### src/rtl/bit_demux_collector_pkg.sv
// Shared types and constants for the bit demux collector.
//   state_e            : collector FSM states (COLLECT, FULL)
//   DEFAULT_SEL_WIDTH  : default number of select bits / demux tree levels
//   mask_width()       : width of the fill mask (and of its ALL_ONES value)
package bit_demux_collector_pkg;

  typedef enum logic {
    COLLECT = 1'b0,
    FULL    = 1'b1
  } state_e;

  localparam int DEFAULT_SEL_WIDTH = 2;

  function automatic int mask_width(input int sel_width);
    return 1 << sel_width;
  endfunction

endpackage

### src/rtl/bit_demux_1xn.sv
// Combinational 1-to-2**SEL_WIDTH one-hot demux of an enable, built as a
// binary tree of 1x2 demux cells (same shape as the selector mux tree).
//   en      : enable routed to the selected leaf
//   sel     : leaf index, MSB steers the root cell
//   onehot  : per-position write enables (all zero when en=0)
module bit_demux_1xn #(
  parameter int SEL_WIDTH = 2
) (
  input  logic                       en,
  input  logic [SEL_WIDTH-1:0]       sel,
  output logic [(1<<SEL_WIDTH)-1:0]  onehot
);

  localparam int N = 1 << SEL_WIDTH;

  // Heap-ordered tree: node k feeds children 2k+1 / 2k+2; leaves start at N-1.
  logic [2*N-2:0] node;

  assign node[0] = en;

  for (genvar l = 0; l < SEL_WIDTH; l++) begin : g_level
    for (genvar n = 0; n < (1 << l); n++) begin : g_cell
      localparam int P  = (1 << l) - 1 + n;
      localparam int C0 = (1 << (l + 1)) - 1 + 2 * n;
      assign node[C0]     = node[P] & ~sel[SEL_WIDTH-1-l];
      assign node[C0 + 1] = node[P] &  sel[SEL_WIDTH-1-l];
    end
  end

  assign onehot = node[2*N-2 : N-1];

endmodule

### src/rtl/bit_demux_collector.sv
// Bit demux collector: deposits tagged single bits into a DATA_WIDTH word and
// hands the word out on a valid/ready port once every position was written.
//   clk, rst        : clock, synchronous active-high reset
//   i_bit, i_sel    : data bit and its target position
//   i_valid/i_ready : input handshake
//   o_data          : assembled word (registered)
//   o_valid/o_ready : output handshake
//   o_err           : sticky duplicate-write flag, only when
//                     BIT_DEMUX_DUP_ERR_EN is defined
//
// state   | meaning
// --------+---------------------------------------------------------------
// COLLECT | accepting bits; leaves when the fill mask becomes all-ones
// FULL    | word complete, o_valid=1, inputs stalled until o_ready
module bit_demux_collector
  import bit_demux_collector_pkg::*;
#(
  parameter int SEL_WIDTH  = DEFAULT_SEL_WIDTH,
  parameter int DATA_WIDTH = 1 << SEL_WIDTH
) (
  input  logic                  clk,
  input  logic                  rst,
  input  logic                  i_bit,
  input  logic [SEL_WIDTH-1:0]  i_sel,
  input  logic                  i_valid,
  output logic                  i_ready,
  output logic [DATA_WIDTH-1:0] o_data,
  output logic                  o_valid,
  input  logic                  o_ready
`ifdef BIT_DEMUX_DUP_ERR_EN
  ,
  output logic                  o_err
`endif
);

  localparam int                  MASK_W   = mask_width(SEL_WIDTH);
  localparam logic [MASK_W-1:0]   ALL_ONES = {MASK_W{1'b1}};

  state_e                 state, next_state;
  logic [MASK_W-1:0]      mask;
  logic [DATA_WIDTH-1:0]  data_reg;
  logic [MASK_W-1:0]      wr_onehot;
  logic [MASK_W-1:0]      mask_set;
  logic                   wr_en;

  assign wr_en    = i_valid & i_ready;
  assign mask_set = mask | wr_onehot;

  bit_demux_1xn #(
    .SEL_WIDTH (SEL_WIDTH)
  ) u_demux (
    .en     (wr_en),
    .sel    (i_sel),
    .onehot (wr_onehot)
  );

  always_comb begin
    next_state = state;
    i_ready    = 1'b0;
    o_valid    = 1'b0;
    case (state)
      COLLECT: begin
        i_ready = 1'b1;
        if (wr_en && (mask_set == ALL_ONES)) next_state = FULL;
      end
      FULL: begin
        o_valid = 1'b1;
        if (o_ready) next_state = COLLECT;
      end
      default: next_state = COLLECT;
    endcase
  end

  always_ff @(posedge clk) begin
    if (rst) begin
      state    <= COLLECT;
      mask     <= '0;
      data_reg <= '0;
    end else begin
      state <= next_state;
      if (state == FULL && o_ready) begin
        mask     <= '0;
        data_reg <= '0;
      end else begin
        // wr_onehot is all-zero in FULL, so this holds the word while stalled.
        mask     <= mask_set;
        data_reg <= (data_reg & ~wr_onehot) | (wr_onehot & {DATA_WIDTH{i_bit}});
      end
    end
  end

`ifdef BIT_DEMUX_DUP_ERR_EN
  always_ff @(posedge clk) begin
    if (rst)                   o_err <= 1'b0;
    else if (|(wr_onehot & mask)) o_err <= 1'b1;
  end
`endif

  assign o_data = data_reg;

endmodule

### config.mk
export PLATFORM = sky130hd
export DESIGN_NAME = bit_demux_collector
export DESIGN_NICKNAME = d
export VERILOG_FILES = /design/src/rtl/bit_demux_collector_pkg.sv /design/src/rtl/bit_demux_1xn.sv /design/src/rtl/bit_demux_collector.sv
export SDC_FILE = /design/constraint.sdc
export NUM_CORES = 1
export LEC_CHECK = 0
export BUFFER_PORTS_ARGS = -buffer_cell sky130_fd_sc_hd__buf_2
export CORE_AREA = 2 2 39 41
export CTS_CLUSTER_DIAMETER = 50
export DETAILED_ROUTE_END_ITERATION = 8
export DIE_AREA = 0 0 41 43
export GPL_TIMING_DRIVEN = 0
export PLACE_DENSITY = 0.48
export SLEW_MARGIN = 20
export SYNTH_ARGS = -nofsm -noshare
export SYNTH_HDL_FRONTEND = slang
export SYNTH_SLANG_ARGS = --single-unit
### constraint.sdc
create_clock -name clk -period 3.4 [get_ports clk]
set_input_delay 0.68 -clock clk [delete_from_list [all_inputs] [get_ports clk]]
set_output_delay 0.68 -clock clk [all_outputs]
set_load 0.02 [all_outputs]
==> impl_results.md <==
* Run status: completed
* Leakage power figure at 0.208 nW
* Number of enable-type register cells in the synthesized netlist at 0
* Maximum cell stage delay along the critical path at 0.45 ns
* Ys async rst share at 0
* Final max-slew violation count at 0
* Leading post-synthesis cells by cell area: sky130_fd_sc_hd__dfxtp_1, sky130_fd_sc_hd__mux2i_1, sky130_fd_sc_hd__nor2_1
* Final period util at 0.478
* Actual slew at the worst max-slew pin at 0.450 ns
* Portion of synthesized cell area occupied by the leading cell type at 0.478
* Total of cells resized after clock tree synthesis at 0
* Clock slew seen by the registers of the worst setup and hold paths at 0.06 ns
* Total power per unit cell area at 445 nW/um^2
* Final HPWL from detailed placement at 560 microns
* Syn_area_per_cell at 9.91 sq um
* Clock tree from TritonCTS: yes
* Cell chain of the critical path: inv_1 -> buf_2
* Nature of the critical path startpoint: flop
* Vias per std cell at 4.56
* Final estimated routing congestion in global placement at 0.652
* Post-synthesis sequential element count at 9
* Drt pass-1 iters at 4
* First DRT Iteration DRCs at 2
* Post-detailed-placement cell area at 457 sq um
* Cell depth of the worst min-delay path at 2
* Core footprint at 1380 sq um
* Number of maximum-capacitance violations at 0
* Clk pwr share at 0.374
* Critical Path Sink Type: output pin
* Overall die width at 41 microns
* Max Freq at 616 MHz
* Worst min-delay path category: flop to flop
* Post-synthesis cell count at 38
* Register-to-register setup slack at 2.19 ns
* Level count of the clock H-tree at 1
* Cell type with the largest total area after synthesis: sky130_fd_sc_hd__dfxtp_1
* Buffers added on ports at 12
* Starting utilization of the core area at 0.272
* Min cycle time layout at 1.62 ns
* Hold-fix buffers at CTS at 0
* Main synth FF type: sky130_fd_sc_hd__dfxtp_1
* Remaining Overflow, GRT at 0
* Fraction of layout cells with a size suffix above 1 at 0.352
* Type of the worst setup path: flop to output pin
* Max rail drop VDD at 239 uV
* Die boundary height at 43 microns
* Vias in the first global route at 270
* Post-synthesis instance area at 377 sq um
* RSZ-0062 raised after global routing: no
* Clk sink count at 9
* Pin count of the biggest net entering global routing at 10
* Worst Hold End: mask[3]
* Worst rel slew slack at 0.696
* Final net count at 62
* Data required, critical path at 2.72 ns
* Critical register-to-register path endpoint: state
* Number of antenna violations at the first check in global routing at 0
* Cts bufs inserted at 3
* Number of nets with antenna violations after routing at 0
* Post-Layout Inst Area at 483 sq um
* Nets in the synthesized netlist at 45
* Master of the slowest instance on the critical path: sky130_fd_sc_hd__dfxtp_1
* Overall die area at 1760 sq um
* Switching Share at 0.231
* Share of power burned in registers at 0.519
* Share of power burned in combinational logic at 0.107
* Worst clock skew at 0.00256 ns
* Clk_lat worst skew at 0.25 ns
* Synth cell count leaders: sky130_fd_sc_hd__nor2_1, sky130_fd_sc_hd__dfxtp_1, sky130_fd_sc_hd__mux2i_1
* Layout area overhead at 28.2%
* Overall global routing resource usage at 0.0946
* Number of hold violations in the final report at 0
* Clock root buffer: sky130_fd_sc_hd__clkbuf_4
* Total power draw at 215 uW
* Setup tns final at 0 ns
* Worst Hold Launch: mask[3]
* Std cell rows at 14
* Internal Pwr Total at 165 uW
* Worst reg2reg path depth at 2
* YS warnings at 0
* Post-CTS setup buffer count at 0
* Number of antenna diodes at 0
* DR DRC count at 0
* Count of cell types in the netlist at 15
* Seq/Total Area, Yosys at 0.478
* Launch point of the worst reg-to-reg path: state
* Crit path max fanout at 9
* Data arrival, critical path at 0.94 ns
* Detailed-route via count at 319
* Detail-routed net length per standard cell at 10.5 microns
* First-pass GRT wire length at 1.08 mm
* Deepest clock path buffer count at 2
* Most frequent cell after synthesis: sky130_fd_sc_hd__nor2_1
* Setup-violating endpoint count in the final report at 0
* I/O pin count at 13
* Sw power at 49.7 uW
* Total routed wirelength at 733 microns
==> cell families after synthesis <==
logic type | share of synthesized area
AND/OR/NAND/NOR | 0.279
flip-flops | 0.478
multiplexers | 0.136
AO/OA/AOI/OAI | 0.0864
buffers and inverters | 0.0199
==> worst max-delay path, delay by kind of cell (launching register included) <==
family | cells | cell delay, ns
flip-flops | 1 | 0.45
buffers and inverters | 2 | 0.24
==> how the worst max path moves through the flow <==
stage	end	depth (start not counted)	startpoint	slack (ns)
after floorplan	flop	3	i_sel[0]	1.93
after global placement	flop	4	i_sel[0]	1.68
after detailed placement	flop	4	i_sel[0]	1.71
after CTS	i_ready	2	state	1.76
after global routing	i_ready	2	state	1.70
final	i_ready	2	state	1.78
==> layer usage <==
layer  track usage  vias up  share of wire
li1              -      169              -
met1         0.133      140           0.49
met2         0.109       10           0.42
met3        0.0157        0          0.087
met4         0.100        0              0
met5             0        -              0
==> cell usage in the layout, fill, tap and decap left out, drive strengths merged, types with 2 or more instances in the layout <==
cell type	Yosys	layout
mux2i	4	4
and4bb	2	2
a21oi	2	2
buf	0	12
clkbuf	0	4
inv	2	2
dfxtp	9	9
nor2	10	10
==> cell type report <==
| class | count | area, sq um |
|---|---|---|
| tap | 16 | 20.0 |
| timing repair buffer | 12 | 60.1 |
| multi-input combinational | 27 | 189 |
| inverter | 2 | 7.51 |
| fill | 158 | 901 |
| sequential | 9 | 180 |
| clock buffer | 4 | 26.3 |
==> power by group through the flow <==
stage	clock network [mW]	registers, mW	logic [mW]
2_1_floorplan	0	0.116	0.0115
3_3_place_gp	0	0.114	0.0230
3_5_place_dp	0	0.114	0.0230
4_1_cts	0.0848	0.112	0.0231
5_1_grt	0.0896	0.112	0.0255
6_report	0.0804	0.112	0.0230
==> through the flow <==
step	setup WS (ns)	std cells	hold slack [ns]	util
after floorplan	1.93	38	0.425	-
after global placement	1.68	66	0.436	0.330
after detailed placement	1.71	66	0.457	0.330
after CTS	1.76	70	0.467	0.349
after global routing	1.70	70	0.481	0.349
final	1.78	70	0.457	0.349
(Power assumes the default switching activity.)
